`config.mk`:
```
export PLATFORM = sky130hd
export DESIGN_NAME = mult_div_sequencer
export DESIGN_NICKNAME = d
export VERILOG_FILES = /design/src/rtl/mult_div_sequencer.sv
export SDC_FILE = /design/constraint.sdc
export NUM_CORES = 1
export LEC_CHECK = 0
export ABC_AREA = 1
export BUFFER_PORTS_ARGS = -buffer_cell sky130_fd_sc_hd__buf_2
export CAP_MARGIN = 20
export CELL_PAD_IN_SITES_DETAIL_PLACEMENT = 0
export CELL_PAD_IN_SITES_GLOBAL_PLACEMENT = 1
export CORE_UTILIZATION = 40
export CTS_CLUSTER_SIZE = 16
export DETAILED_ROUTE_END_ITERATION = 6
export GPL_TIMING_DRIVEN = 0
export PLACE_DENSITY_LB_ADDON = 0.08
export SETUP_SLACK_MARGIN = 0.15
export SYNTH_ARGS = -nofsm -noshare
export SYNTH_HDL_FRONTEND = slang
export SYNTH_SLANG_ARGS = --single-unit
```
`constraint.sdc`:
```
create_clock -name clock -period 3.3 [get_ports clock]
set_input_delay 0.99 -clock clock [delete_from_list [all_inputs] [get_ports clock]]
set_output_delay 0.99 -clock clock [all_outputs]
set_load 0.01 [all_outputs]
```
`src/rtl/mult_div_sequencer.sv`:
```
// Iterative 32-bit multiply/divide sequencer for the HI/LO unit.
// Shift-add multiply and restoring divide, one bit per cycle, sign fix at end.
module mult_div_sequencer (
   input  logic        clock,
   input  logic        reset,
   input  logic        start,
   input  logic [1:0]  op,
   input  logic [31:0] a_in,
   input  logic [31:0] b_in,
   input  logic        abort,
   output logic        busy,
   output logic        done,
   output logic        div_zero,
   output logic [31:0] hi,
   output logic [31:0] lo
);

   typedef enum logic [1:0] {IDLE, CALC, FIX, DONE} state_t;

   state_t      state_q, state_d;
   logic        is_div_q;
   logic        neg_res_q;
   logic        neg_rem_q;
   logic [5:0]  cnt_q;
   logic [31:0] opnd_q;
   logic [63:0] acc_q;
   logic [31:0] rem_q;

   logic        signed_op;
   logic        a_neg, b_neg;
   logic [31:0] a_mag, b_mag;
   logic        accept;
   logic        dz;
   logic [32:0] mul_sum;
   logic [63:0] mul_next;
   logic [32:0] div_sh;
   logic [32:0] div_diff;
   logic        div_ge;
   logic [32:0] rem_next;
   logic [63:0] prod_fix;
   logic [31:0] quo_fix;
   logic [31:0] rem_fix;

   assign signed_op = ~op[0];
   assign a_neg     = signed_op & a_in[31];
   assign b_neg     = signed_op & b_in[31];
   assign a_mag     = a_neg ? -a_in : a_in;
   assign b_mag     = b_neg ? -b_in : b_in;
   assign accept    = start & ~abort;
   assign dz        = op[1] & (b_in == 32'd0);

   // opnd_q holds the multiplicand or the divisor; acc_q[31:0] the other operand
   assign mul_sum  = {1'b0, acc_q[63:32]}
                   + (acc_q[0] ? {1'b0, opnd_q} : 33'd0);
   assign mul_next = {mul_sum, acc_q[31:1]};

   assign div_sh   = {rem_q, acc_q[31]};
   assign div_diff = div_sh - {1'b0, opnd_q};
   assign div_ge   = ~div_diff[32];
   assign rem_next = div_ge ? div_diff : div_sh;

   assign prod_fix = neg_res_q ? -acc_q : acc_q;
   assign quo_fix  = neg_res_q ? -acc_q[31:0] : acc_q[31:0];
   assign rem_fix  = neg_rem_q ? -rem_q : rem_q;

   always_ff @(posedge clock or negedge reset) begin
      if (!reset) state_q <= IDLE;
      else        state_q <= state_d;
   end

   always_comb begin
      state_d = state_q;
      unique case (state_q)
         IDLE: if (accept) state_d = dz ? DONE : CALC;
         CALC: begin
            if (abort)               state_d = IDLE;
            else if (cnt_q == 6'd31) state_d = FIX;
         end
         FIX:  state_d = abort ? IDLE : DONE;
         DONE: state_d = IDLE;
         default: state_d = IDLE;
      endcase
   end

   assign busy = (state_q == CALC) || (state_q == FIX);
   assign done = (state_q == DONE);

   always_ff @(posedge clock or negedge reset) begin
      if (!reset) begin
         is_div_q  <= 1'b0;
         neg_res_q <= 1'b0;
         neg_rem_q <= 1'b0;
         cnt_q     <= 6'd0;
         opnd_q    <= 32'd0;
         acc_q     <= 64'd0;
         rem_q     <= 32'd0;
         div_zero  <= 1'b0;
         hi        <= 32'd0;
         lo        <= 32'd0;
      end else begin
         unique case (state_q)
            IDLE: begin
               if (accept) begin
                  div_zero  <= dz;
                  is_div_q  <= op[1];
                  neg_res_q <= a_neg ^ b_neg;
                  neg_rem_q <= a_neg;
                  cnt_q     <= 6'd0;
                  rem_q     <= 32'd0;
                  if (op[1]) begin
                     opnd_q <= b_mag;
                     acc_q  <= {32'd0, a_mag};
                  end else begin
                     opnd_q <= a_mag;
                     acc_q  <= {32'd0, b_mag};
                  end
               end
            end
            CALC: begin
               if (!abort) begin
                  cnt_q <= cnt_q + 6'd1;
                  if (is_div_q) begin
                     acc_q[31:0] <= {acc_q[30:0], div_ge};
                     rem_q       <= rem_next[31:0];
                  end else begin
                     acc_q <= mul_next;
                  end
               end
            end
            FIX: begin
               if (!abort) begin
                  if (is_div_q) begin
                     hi <= rem_fix;
                     lo <= quo_fix;
                  end else begin
                     hi <= prod_fix[63:32];
                     lo <= prod_fix[31:0];
                  end
               end
            end
            default: ;
         endcase
      end
   end

endmodule

```
# == Word level (Yosys, flattened, before mapping) ==
# Cells that the tools add are included.
# word_totals
reg_bits,204
out_inout_bits,67
wordCells,76
input_bits,70
# op_classes
n_eq_ne,9
bitwise,8
muxes,29
reduce_logical,10
n_addsub,8
# op_table
operator,n
2-to-1 mux 32 bit,15
2-to-1 mux 64 bit,3
negator 32 bit,4
one-hot mux 64 bit (2 select lines),1
negator 64 bit,1
one-hot mux 32 bit (2 select lines),1
adder 32 x 32 -> 33 bit,1
subtractor 33 x 32 -> 33 bit,1
zero test 32 bit,1
2-to-1 mux 6 bit,2
one-hot mux 6 bit (2 select lines),1
2-to-1 mux 2 bit,5
inequality test 2 bit (second input constant),4
one-hot mux 2 bit (4 select lines),1
AND reduction 4 bit,2
adder 6 x 1 -> 6 bit (second input constant),1
== test 6 x 5 -> 1 bit (second input constant),1
AND reduction 2 bit,3
AND 1 bit,4
== test 2 bit (second input constant),2
inequality test 3 bit (second input constant),1
NOT 1 bit,3
AND reduction 3 bit,1
== test 2 x 1 -> 1 bit (second input constant),1
4 further kinds,4

# == Longest topological paths before layout ==
# depth
ltp_word,6
ltp_mapped,18

# == Least setup slack after synthesis ==
# Ideal clock, no wire load.
# synth_path
kind,input to register
start,in a_in[0]
end,reg opnd_q[18]
path_stages,11
t_required_ps,3170
path_buffers,0
t_arrival_ps,2237
setup_slack_ps,933
path_cell_list,inv_1 -> ha_1 -> nand3_2 -> nor2_1 -> nand2_1 -> o21ai_2 -> nand2_1 -> nand2_1 -> nand2_1 -> a22oi_1 -> o21ai_0
# synth_between
elab_chain_len,3
# synth_rtl
item,line_no,source
start: declaration,8,"input logic [31:0] a_in,"
negator 32 bit,47,assign a_mag = a_neg ? -a_in : a_in;
2-to-1 mux 32 bit,47,
2-to-1 mux 32 bit,110,if (op[1]) begin
end signal: assignment,111,opnd_q <= b_mag;
end signal: assignment,114,opnd_q <= a_mag;
end: declaration,25,logic [31:0] opnd_q;
# Every way passes these cells.
# A chain may end at the register's enable or synchronous reset.

# == Worst setup path after layout ==
# layout_path
start,reg acc_q[0]
end,reg acc_q[60]
# layout_between
elab_chain_len,5
# layout_rtl
item,line_no,source
start: declaration,26,logic [63:0] acc_q;
start signal: assignment,112,"acc_q <= {32'd0, a_mag};"
start signal: assignment,115,"acc_q <= {32'd0, b_mag};"
start signal: assignment,123,"acc_q[31:0] <= {acc_q[30:0], div_ge};"
2-to-1 mux 32 bit,54,"+ (acc_q[0] ? {1'b0, opnd_q} : 33'd0);"
adder 32 x 32 -> 33 bit,54,
2-to-1 mux 32 bit,122,if (is_div_q) begin
2-to-1 mux 64 bit,120,if (!abort) begin
one-hot mux 64 bit (2 select lines),101,unique case (state_q)
# Every way passes these cells. The select of a mux whose other input is x is not followed.

==> results_dict.tcl <==
set metrics [dict create \
    post_layout_nonfiller_instances 3958 \
    via_count 21800 \
    cts_made_buffers 24 \
    tritoncts "done" \
    antenna_violating_nets_post_route 0 \
    cts_sinks 204 \
    drt_wl_total_um 83500 \
    area.growth.synth_to_final_pct 12.2 \
    rr_worst_depth 14 \
    synthesis.instances 3171 \
    netlist_area_um2 19200 \
    nNetsFinal 3479 \
    failed_checks "DRC" \
    die_width_um 221 \
    relative_slew_slack_pct 38.6 \
    pwr-share-clk_pct 15.2 \
    rsz_0062_raised_after_global_routing "true" \
    htreeDepth 1 \
    ratio_of_total_power_to_cell_area_nw_per_um2 889 \
    port_buffers 135 \
    total_grt_usage_pct 33.9 \
    final-max-slew-violation-count 0 \
    timing_worst_setup_path_type "reg -> reg" \
    syn-mean-instance-area_um2 6.05 \
    timing.rr.end "acc_q[60]" \
    place.detailed.instances 3915 \
    fp.coreArea_um2 47000 \
    post_route_cells_drive_above_1_share_pct 8.77 \
    final-hold-violation-count 0 \
    cts_hold_repair.buffers 0 \
    worst_clock_skew_ns 0.0124 \
    die_y_um 221 \
    total_switching_power_w 0.0104 \
    highest_count_cells_in_the_layout_ignoring_fill_and_taps "sky130_fd_sc_hd__nand2_1, sky130_fd_sc_hd__nor2_1, sky130_fd_sc_hd__inv_1, sky130_fd_sc_hd__nand3_1, sky130_fd_sc_hd__dfrtp_1" \
    static_power_due_to_leakage_nw 11.3 \
    number_of_antenna_violations_at_the_first_check_in_global_routing 0 \
    number_of_buffers_added_for_setup_after_cts 0 \
    critPathLaunchType "flop" \
    num-fill-cells 5133 \
    worst_r2r_start "acc_q[0]" \
    max-clock-path-buffers 3 \
    cap_violations 0 \
    crit_fanout 10 \
    clkTransAtPathRegs_ns 0.06 \
    routability_congestion_estimate_from_global_placement 0.980 \
    ys_dominant_reg_cell "sky130_fd_sc_hd__dfrtp_1" \
    floorplan.io_pins 137 \
    peakVddDrop_mv 0.409 \
    clkLatencyLatePin_ns 0.56 \
    most_common_cell_after_layout_fill_and_taps_aside "sky130_fd_sc_hd__nand2_1" \
    switching_share_pct 54.1 \
    route.detailed.drc 1 \
    cp_data_arrival_time_ns 3.44 \
    netlist-cell-type-count 49 \
    drtIter0Drc 2211 \
    grt_start_max_net_pins 92 \
    die_area_um2 48900 \
    internal_power_contribution_w 0.00879 \
    yosys_warnings 0 \
    worst_setup_path_endpoint "acc_q[60]" \
    critPathRequiredTime_ns 3.74 \
    max_freq_ghz 0.334 \
    drt-vias-per-instance 5.50 \
    gr_ovfl_total 0 \
    synth-edff-count 0 \
    run_status "finished with violations" \
    start_util_pct 40.9 \
    dpl_worst_slack_ns -0.106 \
    detailedPlacementHpwl_um 70200 \
    average_wire_per_standard_cell_um 21.1 \
    final_period_minus_worst_setup_slack_ns 2.99 \
    floorplan.rows 79 \
    first_pass_grt_wire_length_um 126000 \
    post-route-worst-setup-slack_ns 0.307 \
    ys_seq_elements 204 \
    power.sequential.fraction_pct 25.1 \
    async_flop_share_pct 100 \
    cts_root_buf "sky130_fd_sc_hd__clkbuf_16" \
    syn_nets 3316 \
    yosysSeqAreaShare_pct 26.6 \
    timing_worst_slew_pin_value_ns 0.921 \
    grt_pass1_vias 20500 \
    fin_worst_hold_slack_ns 0.304 \
    timing.final.setup_violations 0 \
    diodes 0 \
    p_comb_share_pct 59.7 \
    critical_path.endpoint_type "flop" \
    min_path_type "in -> async" \
    layout_worst_path_cycle_share_pct 90.7 \
    critPathLaunch "acc_q[0]" \
    finalSetupTns_ns 0 \
    timing.reg2reg.setup_slack_ns 0.31 \
    drt_first_pass_iters 7 \
]
==> cells by family (layout without fill, tap and decap cells) <==
kind of cell,Yosys count,count (layout),share of synthesized area [%]
AO/OA/AOI/OAI,473,473,14.4
XOR/XNOR,76,76,3.47
adder cells (fa/ha/maj),75,75,4.97
buffers and inverters,490,670,10.1
flip-flops,204,204,26.6
AND/OR/NAND/NOR,1853,1853,40.5
==> repair_timing <==
item,4_1_cts,5_1_grt
cloned,0,0
pin swaps,0,0
gates resized for setup,2,6
setup endpoints to repair,4,10
==> power groups by stage <==
stage | combinational (W) | clock (W) | sequential (W)
floorplan | 0.00737 | 0 | 0.00439
global placement | 0.0111 | 0 | 0.00476
detailed placement | 0.0112 | 0 | 0.00479
CTS | 0.0113 | 0.00294 | 0.00475
global route | 0.0126 | 0.00302 | 0.00488
finish | 0.0114 | 0.00291 | 0.00480
==> layer usage <==
| metal | track usage (%) | part of all wire (%) |
|---|---|---|
| met3 | 2.79 | 5.8 |
| met5 | 0 | 0 |
| met4 | 10.6 | 3.1 |
| met1 | 47.4 | 46 |
| met2 | 55.5 | 45 |
==> registers in the layout, summed over array words and instances, names as in the netlist, 2 cells and up <==
name,flops
opnd_q,32
cnt_q,6
hi,32
acc_q,64
state_q,2
lo,32
rem_q,32
==> synth_stat cells (23+ instances only) <==
master                     instances  area (µm²)
sky130_fd_sc_hd__o21ai_0         162         811
sky130_fd_sc_hd__buf_2            32         160
sky130_fd_sc_hd__nor3_1           26         130
sky130_fd_sc_hd__nand3b_1         23         173
sky130_fd_sc_hd__xnor2_1          36         315
sky130_fd_sc_hd__xor2_1           40         350
sky130_fd_sc_hd__nand4_1          41         257
sky130_fd_sc_hd__inv_1           382        1430
sky130_fd_sc_hd__ha_1             73         913
sky130_fd_sc_hd__nand2_1        1030        3870
sky130_fd_sc_hd__nor2_1          408        1530
sky130_fd_sc_hd__dfrtp_1         204        5100
sky130_fd_sc_hd__clkbuf_1         46         173
sky130_fd_sc_hd__a221oi_1         30         263
sky130_fd_sc_hd__nand3_1         253        1270
sky130_fd_sc_hd__a21oi_1         167         836
sky130_fd_sc_hd__o211ai_1         28         210
==> cell type report <==
type / count / area (µm²) / share of cell area (%)
Buffer: 95 / 450 / 2.09
Clock buffer: 31 / 657 / 3.05
Clock inverter: 12 / 184 / 0.854
Inverter: 395 / 1490 / 6.89
Multi-Input combinational cell: 2477 / 12200 / 56.5
Sequential cell: 204 / 5100 / 23.7
Tap cell: 607 / 759 / 3.53
Timing Repair Buffer: 137 / 741 / 3.44
==> worst min path at each step <==
| stage | startpoint | to | slack (ns) |
|---|---|---|---|
| finish | reset | lo[13] | 0.30 |
| global route | reset | lo[13] | 0.32 |
| CTS | reset | lo[13] | 0.30 |
| detailed placement | hi[29] | hi[29] | 0.46 |
| global placement | hi[29] | hi[29] | 0.46 |
| floorplan | cnt_q[0] | cnt_q[0] | 0.47 |
==> through the flow <==
stage,power [W],util [%],area (µm²)
3_5_place_dp,0.0160,44.1,20700
5_1_grt,0.0205,45.9,21500
3_3_place_gp,0.0159,43.9,20600
4_1_cts,0.0190,45.9,21500
2_1_floorplan,0.0118,-,19200
6_report,0.0191,45.9,21500
==> worst max-delay path, cell delays in order (launching register included) <==
cell                       delay, ns
sky130_fd_sc_hd__dfrtp_1        0.35
sky130_fd_sc_hd__buf_2          0.19
sky130_fd_sc_hd__clkbuf_1       0.22
sky130_fd_sc_hd__nand2_1        0.10
sky130_fd_sc_hd__inv_1          0.05
sky130_fd_sc_hd__ha_1           0.39
sky130_fd_sc_hd__nand2_1        0.14
sky130_fd_sc_hd__nor2_1         0.41
sky130_fd_sc_hd__nand4_1        0.19
sky130_fd_sc_hd__o21ai_2        0.39
sky130_fd_sc_hd__nand3_1        0.17
sky130_fd_sc_hd__nand2_1        0.09
sky130_fd_sc_hd__nand2_1        0.05
sky130_fd_sc_hd__nand3_1        0.07
sky130_fd_sc_hd__nand2_1        0.06
Power figures use the tool's default switching activity.
